$ cat config.mk
export PLATFORM = sky130hd
export DESIGN_NAME = regfile_wr_arbiter
export DESIGN_NICKNAME = d
export VERILOG_FILES = /design/src/rtl/regfile_wr_arbiter.sv
export SDC_FILE = /design/constraint.sdc
export NUM_CORES = 1
export LEC_CHECK = 0
export ABC_AREA = 1
export ABC_CLOCK_PERIOD_IN_PS = 3600
export CORE_ASPECT_RATIO = 2
export CORE_MARGIN = 1.5
export CORE_UTILIZATION = 25
export CTS_BUF_LIST = sky130_fd_sc_hd__clkbuf_16
export DETAILED_ROUTE_END_ITERATION = 6
export PLACE_DENSITY = 0.46
export SLEW_MARGIN = 20
export SYNTH_ARGS = -nofsm -noshare
export SYNTH_HDL_FRONTEND = slang
export SYNTH_SLANG_ARGS = --single-unit
export TNS_END_PERCENT = 5
$ cat constraint.sdc
create_clock -name i_clk -period 3.6 [get_ports i_clk]
set_input_delay 0.72 -clock i_clk [delete_from_list [all_inputs] [get_ports i_clk]]
set_output_delay 0.72 -clock i_clk [all_outputs]
set_load 0.01 [all_outputs]
$ cat src/rtl/regfile_wr_arbiter.sv
// Write-port arbiter: grants one of NREQ writeback sources per cycle and registers the write into the bank.
// Optional build macro WRARB_FIXED_PRIO_EN selects fixed lowest-index priority instead of round-robin.
module regfile_wr_arbiter #(
    parameter int W    = 16,
    parameter int NREQ = 4,
    parameter int NREG = 8,
    parameter int AW   = 3
) (
    input  logic                 i_clk,
    input  logic                 i_rst_n,
    input  logic [NREQ-1:0]      i_req,
    input  logic [NREQ*AW-1:0]   i_req_addr,
    input  logic [NREQ*W-1:0]    i_req_data,
    input  logic                 i_hold,
    output logic [NREQ-1:0]      o_gnt,
    output logic [NREG-1:0]      o_chosen,
    output logic                 o_w_en,
    output logic [W-1:0]         o_w_data,
    output logic                 o_busy,
    output logic                 o_err
);

    localparam int PW = (NREQ > 1) ? $clog2(NREQ) : 1;
    localparam logic [AW:0]     NREG_LIMIT = (AW+1)'(NREG);
    localparam logic [NREG-1:0] ONE_HOT_0  = NREG'(1);

    logic            w_found;
    logic [PW-1:0]   w_winner;
    logic [AW-1:0]   w_sel_addr;
    logic [W-1:0]    w_sel_data;
    logic            w_grant;
    logic            w_addr_ok;
    logic            w_x_seen;

    logic            r_w_en;
    logic [NREG-1:0] r_chosen;
    logic [W-1:0]    r_w_data;
    logic            r_err;

`ifdef WRARB_FIXED_PRIO_EN
    // Scanning downward lets the lowest set index overwrite any higher one.
    always_comb begin
        w_found    = 1'b0;
        w_winner   = '0;
        w_sel_addr = '0;
        w_sel_data = '0;
        for (int k = NREQ-1; k >= 0; k--) begin
            if (i_req[k]) begin
                w_found    = 1'b1;
                w_winner   = PW'(k);
                w_sel_addr = i_req_addr[k*AW +: AW];
                w_sel_data = i_req_data[k*W +: W];
            end
        end
    end
`else
    logic [PW-1:0] r_ptr;

    // Outer loop walks priority order from r_ptr; inner loop keeps every select index constant.
    always_comb begin
        w_found    = 1'b0;
        w_winner   = '0;
        w_sel_addr = '0;
        w_sel_data = '0;
        for (int i = 0; i < NREQ; i++) begin
            for (int k = 0; k < NREQ; k++) begin
                if (!w_found && i_req[k] &&
                    ((int'(r_ptr) + i == k) || (int'(r_ptr) + i == k + NREQ))) begin
                    w_found    = 1'b1;
                    w_winner   = PW'(k);
                    w_sel_addr = i_req_addr[k*AW +: AW];
                    w_sel_data = i_req_data[k*W +: W];
                end
            end
        end
    end

    always_ff @(posedge i_clk or negedge i_rst_n) begin
        if (!i_rst_n) begin
            r_ptr <= '0;
        end else if (w_grant) begin
            r_ptr <= (w_winner == PW'(NREQ-1)) ? '0 : w_winner + PW'(1);
        end
    end
`endif

    assign w_grant   = i_rst_n && !i_hold && w_found;
    assign w_addr_ok = ({1'b0, w_sel_addr} < NREG_LIMIT);

`ifdef SYNTHESIS
    assign w_x_seen = 1'b0;
`else
    assign w_x_seen = $isunknown(i_req) || $isunknown(i_hold);
`endif

    always_comb begin
        o_gnt = '0;
        if (w_grant) begin
            o_gnt[w_winner] = 1'b1;
        end
    end

    // Out-of-range grants still release the requester but never reach the bank.
    always_ff @(posedge i_clk or negedge i_rst_n) begin
        if (!i_rst_n) begin
            r_w_en   <= 1'b0;
            r_chosen <= '0;
            r_w_data <= '0;
        end else if (w_grant && w_addr_ok) begin
            r_w_en   <= 1'b1;
            r_chosen <= ONE_HOT_0 << w_sel_addr;
            r_w_data <= w_sel_data;
        end else begin
            r_w_en   <= 1'b0;
            r_chosen <= '0;
        end
    end

    always_ff @(posedge i_clk or negedge i_rst_n) begin
        if (!i_rst_n) begin
            r_err <= 1'b0;
        end else if ((w_grant && !w_addr_ok) || w_x_seen) begin
            r_err <= 1'b1;
        end
    end

    assign o_chosen = r_chosen;
    assign o_w_en   = r_w_en;
    assign o_w_data = r_w_data;
    assign o_busy   = (|i_req) || r_w_en;
    assign o_err    = r_err;

endmodule

# Yosys cells after proc, flatten, opt, wreduce, memory -nomap -nowiden
# Index checks and enable logic that the tools add are counted.
[word_totals] regBits=27 inputBits=83 output_inout_bits=31 wordCells=173
[classes] n_addsub=4 magnitude_cmp=2 eq_ne=25 n_shift=1 muxes=69 n_reduce_logical=68
[ops] cell="equality test 32 x 4 -> 1 bit (second input constant)" count=9
[ops] cell="2-to-1 mux 16 bit" count=16
[ops] cell="equality test 32 x 3 -> 1 bit (second input constant)" count=6
[ops] cell="logical NOT 32 bit" count=4
[ops] cell="equality test 32 x 2 -> 1 bit (second input constant)" count=3
[ops] cell="2-to-1 mux 3 bit" count=16
[ops] cell="logical AND 1 bit" count=34
[ops] cell="2-to-1 mux 2 bit" count=15
[ops] cell="2-to-1 mux 1 bit" count=19
[ops] cell="logical NOT 1 bit" count=16
[ops] cell="logical OR 1 bit" count=13
[ops] cell="equality test 3 bit (second input constant)" count=3
[ops] cell="2-to-1 mux 8 bit" count=1
[ops] cell="<< shifter 1 x 3 -> 8 bit (first input constant)" count=1
[ops] cell="adder 2 x 2 -> 3 bit (second input constant)" count=2
[ops] cell="equality test 2 bit (second input constant)" count=3
[ops] cell="2-to-1 mux 4 bit" count=1
[ops] cell="OR reduction 4 bit" count=1
[ops] cell="adder 2 x 1 -> 3 bit (second input constant)" count=1
[ops] cell="less-than comparator 2 x 3 -> 1 bit (second input constant)" count=1
[ops] cell="adder 2 x 1 -> 2 bit (second input constant)" count=1
[ops] cell="demux 1 bit (select 2 bit)" count=1
[ops] cell="equality test 2 x 1 -> 1 bit (second input constant)" count=1
[ops] cell="greater-or-equal comparator 2 x 1 -> 1 bit (second input constant)" count=1

# Logic depth before layout (Yosys ltp)
[depth] depth_word=68 mapped_depth=18 ltp_nobuf=17

# Worst setup path before layout
# OpenSTA, ideal clock, no wires.
[synth_path] kind="input-to-output" startpoint="in i_req[0]" endpoint="out o_gnt[2]" arrival_ps=2658 t_required_ps=2880 path_slack_ps=222 cell_stages=16 path_buffers=2 path_cell_list="buf_2 inv_2 nor2_4 inv_2 nand4_1 nor2_2 nand4_2 nor2_4 nand4_4 nor2_4 buf_2 inv_1 nand3_1 ha_1 inv_1 nor2_1"
[synth_between] elab_chain_len=67 elab_cells_between_ends=84 cone_classes="2 x order compare; 34 x mux; 48 x reduce/logical"
[synth_lines] item="start, declared" line_no="11" text="input logic [NREQ-1:0] i_req,"
[synth_lines] item="logical AND 1 bit" line_no="67" text="if (!w_found && i_req[k] &&"
[synth_lines] item="2-to-1 mux 1 bit" line_no="67"
[synth_lines] item="logical NOT 1 bit" line_no="67"
[synth_lines] item="logical AND 1 bit (2 in series)" line_no="67"
[synth_lines] item="2-to-1 mux 1 bit" line_no="67"
[synth_lines] item="logical NOT 1 bit" line_no="67"
[synth_lines] item="logical AND 1 bit (2 in series)" line_no="67"
[synth_lines] item="2-to-1 mux 1 bit" line_no="67"
[synth_lines] item="[48 not listed]"
[synth_lines] item="logical NOT 1 bit" line_no="67"
[synth_lines] item="logical AND 1 bit (2 in series)" line_no="67"
[synth_lines] item="2-to-1 mux 2 bit" line_no="67"
[synth_lines] item="less-than comparator 2 x 3 -> 1 bit (not written as such) / greater-or-equal comparator 2 x 1 -> 1 bit (equally long branches)" line_no="99" text="o_gnt[w_winner] = 1'b1;"
[synth_lines] item="logical AND 1 bit (not written as such)" line_no="99"
[synth_lines] item="2-to-1 mux 1 bit (not written as such)" line_no="99"
[synth_lines] item="demux 1 bit (select 2 bit)" line_no="99"
[synth_lines] item="2-to-1 mux 4 bit *" line_no="98" text="if (w_grant) begin"
[synth_lines] item="end, declared" line_no="15" text="output logic [NREQ-1:0] o_gnt,"
# Every way passes the cells marked *; elsewhere a longest branch is shown, timed or not.

# Worst setup path after layout
[layout_path] startpoint="in i_req[3]" endpoint="out o_gnt[1]"
[layout_between] elab_chain_len=56 elab_cells_between_ends=71 cone_classes="2 x order compare; 29 x mux; 40 x reduce/logical"
[layout_lines] item="logical AND 1 bit (2 in series)" line_no="67"
[layout_lines] item="2-to-1 mux 1 bit" line_no="67"
[layout_lines] item="logical NOT 1 bit" line_no="67"
[layout_lines] item="logical AND 1 bit (2 in series)" line_no="67"
[layout_lines] item="2-to-1 mux 1 bit" line_no="67"
[layout_lines] item="logical NOT 1 bit" line_no="67"
[layout_lines] item="logical AND 1 bit (2 in series)" line_no="67"
[layout_lines] item="2-to-1 mux 1 bit" line_no="67"
[layout_lines] item="[36 not listed]"
[layout_lines] item="logical NOT 1 bit" line_no="67"
[layout_lines] item="logical AND 1 bit (2 in series)" line_no="67"
[layout_lines] item="2-to-1 mux 2 bit" line_no="67"
[layout_lines] item="less-than comparator 2 x 3 -> 1 bit (not written as such) / greater-or-equal comparator 2 x 1 -> 1 bit (equally long branches)" line_no="99"
[layout_lines] item="logical AND 1 bit (not written as such)" line_no="99"
[layout_lines] item="2-to-1 mux 1 bit (not written as such)" line_no="99"
[layout_lines] item="demux 1 bit (select 2 bit)" line_no="99"
[layout_lines] item="2-to-1 mux 4 bit *" line_no="98"
# Marks and branches as above.

==> impl_metrics.csv <==
group,metric,value,unit
clock_network,htree_levels,1,
place,placedCellCount,1129,
detailed_routing,routedWlPerCell,17.9,um
setup_path,max_stage_delay,0.28,ns
yosys,yosys-top-cells-area,"nand2_1 19%, nand3_1 17%, dfrtp_1 16%",
sta,timing.final.crit_period,3.57,ns
cells_and_area,drive_gt1_frac,0.130,
sta,maxSlewHeadroom,0.588,
outcome,status,"completed",
cells_and_area,final_common_cell,"nand2_1",
place,gp_congestion,0.893,
setup_path,worstPathCellList,"dlygate4sd2_1 > nand3_2 > buf_4 > nand4_1 > nor2_2 > nand4_2 > nor2_4 > nand4_4 > nor2_4 > nand2_1 > nand3_1 > inv_1 > ha_1 > inv_1 > nor2_1 > dlygate4sd2_1",
setup_path,crit_type,"input pin to primary output",
yosys,synth_cells,786,
power,p_int,1.86,mW
clock_network,cts_max_path_buffers,2,
cells_and_area,syn2layout_area_growth,44.9,%
setup_path,cp.required,2.88,ns
setup_path,cp.arrival,2.85,ns
yosys,synth-seq-area-share,0.164,
setup_path,crit_slowest_cell,"dlygate4sd2_1",
cells_and_area,diodes,0,
clock_network,numCtsBuffers,3,
sta,worst_slew_pin_slew,0.618,ns
clock_network,root_buffer,"clkbuf_16",
setup_path,cp.buffers_inverters,5,
clock_network,clock_sinks,27,
yosys,synth-seq-cells,27,
grt,grt_max_degree,33,
power,swShare,0.535,
clock_network,insertion_delay,0.26,ns
sta,skew,0.00719,ns
detailed_routing,drc_errors,0,
place,dp_hpwl,15800,um
power,p_per_area,668,nW/um^2
cells_and_area,mostFrequentLayoutCells,"206 x nand2_1, 152 x nor2_1, 140 x nand3_1",
yosys,syn_nets,873,
floorplan,fp.coreArea,16200,um^2
grt,grt_pass1_vias,5931,
floorplan,fp.dieH,185,um
setup_path,cp-end-kind,"primary output",
detailed_routing,post_drt_via_cell_ratio,5.09,
detailed_routing,vias,5793,
yosys,synth_area_per_cell,5.25,um^2
power,combPwrFrac,0.813,
power,p_clk_frac,0.064,
setup_path,worstPathMaxFanout,4,
power,netSwitchingPower,2.14,mW
sta,finalMaxSlewViolations,0,
sta,fmax,0.280,GHz
floorplan,die_area,17300,um^2
power,seq_power_share,0.123,
detailed_routing,drt_iter0_drc,208,
clock_network,cts_hold_buf,0,
power,ir_drop,0.000269,V
sta,hold_viol,0,
yosys,ys.warnings.count,0,
floorplan,row_count,66,
cells_and_area,instances_no_fill,1139,
grt,antenna_found_initial,0,
cells_and_area,fillers,1866,
yosys,synth_top_area_frac,0.188,
detailed_routing,firstDrtPassIters,5,
yosys,yosysTopAreaCell,"nand2_1",
clock_network,clkTransAtPathRegs,0.06,ns
sta,finalSetupViolations,0,
power,p_leak,2.92,nW
grt,grt-ovfl-total,0,
floorplan,initial_core_util,0.255,
yosys,synth_area,4130,um^2
floorplan,ios,114,
detailed_routing,wl,20400,um
cells_and_area,fin_nets,1023,
sta,rsz0062_at_grt,"true",
grt,grt_first_pass_wirelength,31700,um
worst_hold_path,hp-class,"flop to flop",
yosys,yosysUniqueCellTypes,30,
grt,grt_use_total,0.238,
cells_and_area,fin_area,5980,um^2
sta,period_share,0.991,
floorplan,fp.dieW,93.8,um
setup_path,critPathLaunchType,"input pin",
clock_network,cts_tree,"done",
place,placed_cell_area,5820,um^2
place,io_buffers,112,
detailed_routing,ant_nets,0,
setup_path,critPathTopFamily,"simple AND/OR/NAND/NOR gates",
run,cap_violations,0,
synthesized netlist by cell type:
cell	instances
a311oi_1	1
buf_1	3
buf_2	16
buf_4	5
buf_6	1
clkbuf_1	17
clkinv_1	3
conb_1	1
dfrtp_1	27
ha_1	4
inv_1	87
inv_2	6
inv_4	2
nand2_1	207
nand2_2	2
nand2_4	1
nand3_1	141
nand3_2	2
nand3_4	1
nand3b_1	1
nand4_1	68
nand4_2	2
nand4_4	1
nor2_1	155
nor2_2	7
nor2_4	5
nor3b_1	1
o211ai_1	1
o21ai_0	17
or2_2	1
cell type report:
| class | count | area, um^2 | share of cell area |
|---|---|---|---|
| clock buffers | 3 | 75.1 | 0.0126 |
| clock inverters | 1 | 7.51 | 0.00126 |
| multi-input cells | 619 | 2930 | 0.489 |
| repair buffers | 187 | 1670 | 0.279 |
| inverters | 98 | 373 | 0.0623 |
| well taps | 204 | 255 | 0.0427 |
| flip-flops and latches | 27 | 676 | 0.113 |
power groups by stage:
stage	Clock [mW]	Sequential, mW	Combinational [mW]
final	0.255	0.492	3.25
after global routing	0.274	0.506	3.60
after CTS	0.262	0.497	3.26
after detailed placement	0	0.500	3.15
after global placement	0	0.502	3.15
after floorplan	0	0.514	1.78
cells by family (layout without fill, tap and decap cells):
kind of cell               count (synthesis)  after routing  synth area share
and+or+nand+nor                          595            595             0.659
buffers and inverters                    140            289             0.140
DFF                                       27             27             0.164
AOI/OAI and AO/OA                         19             19            0.0246
adders and majority gates                  4              4            0.0121
other                                      1              1          0.000909
per-stage QoR:
stage	utilization	hold slack [ns]	setup TNS (ns)	total power, mW	worst slack [ns]
after detailed placement	0.360	0.471	-3.07	3.65	-0.670
final	0.370	0.492	0	4.00	0.0307
after floorplan	-	0.424	0	2.29	0.222
after global placement	0.360	0.464	-3.01	3.66	-0.661
after global routing	0.370	0.521	-0.174	4.38	-0.100
after CTS	0.370	0.499	0	4.02	0.0105
registers in the layout (all words and copies together) (netlist names):
signal	count
o_chosen	8
o_w_data	16
o_w_en	1
r_ptr	2
repair_timing:
item / in CTS / in global routing
buffers inserted: 5 / 1
pin swaps: 12 / 5
endpoints found under the setup margin: 5 / 5
gates resized for setup: 29 / 5
metal layers:
| metal | global-route usage | wire length (um) | up-vias |
|---|---|---|---|
| met4 | 0.109 | 1060 | 0 |
| met5 | 0 | 0 | - |
| met2 | 0.479 | 11500 | 161 |
| met1 | 0.238 | 7270 | 2730 |
| met3 | 0.0173 | 641 | 57 |
| li1 | - | - | 2845 |
worst reg2reg max path: cells and delay by family, from the launching register on:
| family | cells | cell delay, ns |
|---|---|---|
| and+or+nand+nor | 13 | 1.59 |
| buffers and inverters | 3 | 0.63 |
| DFF | 1 | 0.45 |
final timing paths:
check / to / startpoint / cells after the start / slack [ns]
hold / removal: o_w_data[14]$_DFFE_PN0P_ / o_w_data[14]$_DFFE_PN0P_ / 2 / 0.49
setup reg to reg: o_w_data[6]$_DFFE_PN0P_ / r_ptr[1]$_DFFE_PN0P_ / 16 / 0.85
max in group asynchronous: o_w_en$_DFF_PN0_ / i_rst_n / 2 / 2.46
min in group asynchronous: o_w_data[7]$_DFFE_PN0P_ / i_rst_n / 2 / 0.87
hold reg to reg: o_w_data[14]$_DFFE_PN0P_ / o_w_data[14]$_DFFE_PN0P_ / 2 / 0.49
setup / recovery: o_gnt[1] / i_req[3] / 16 / 0.03
No activity file was read; power rests on OpenSTA's default activity.
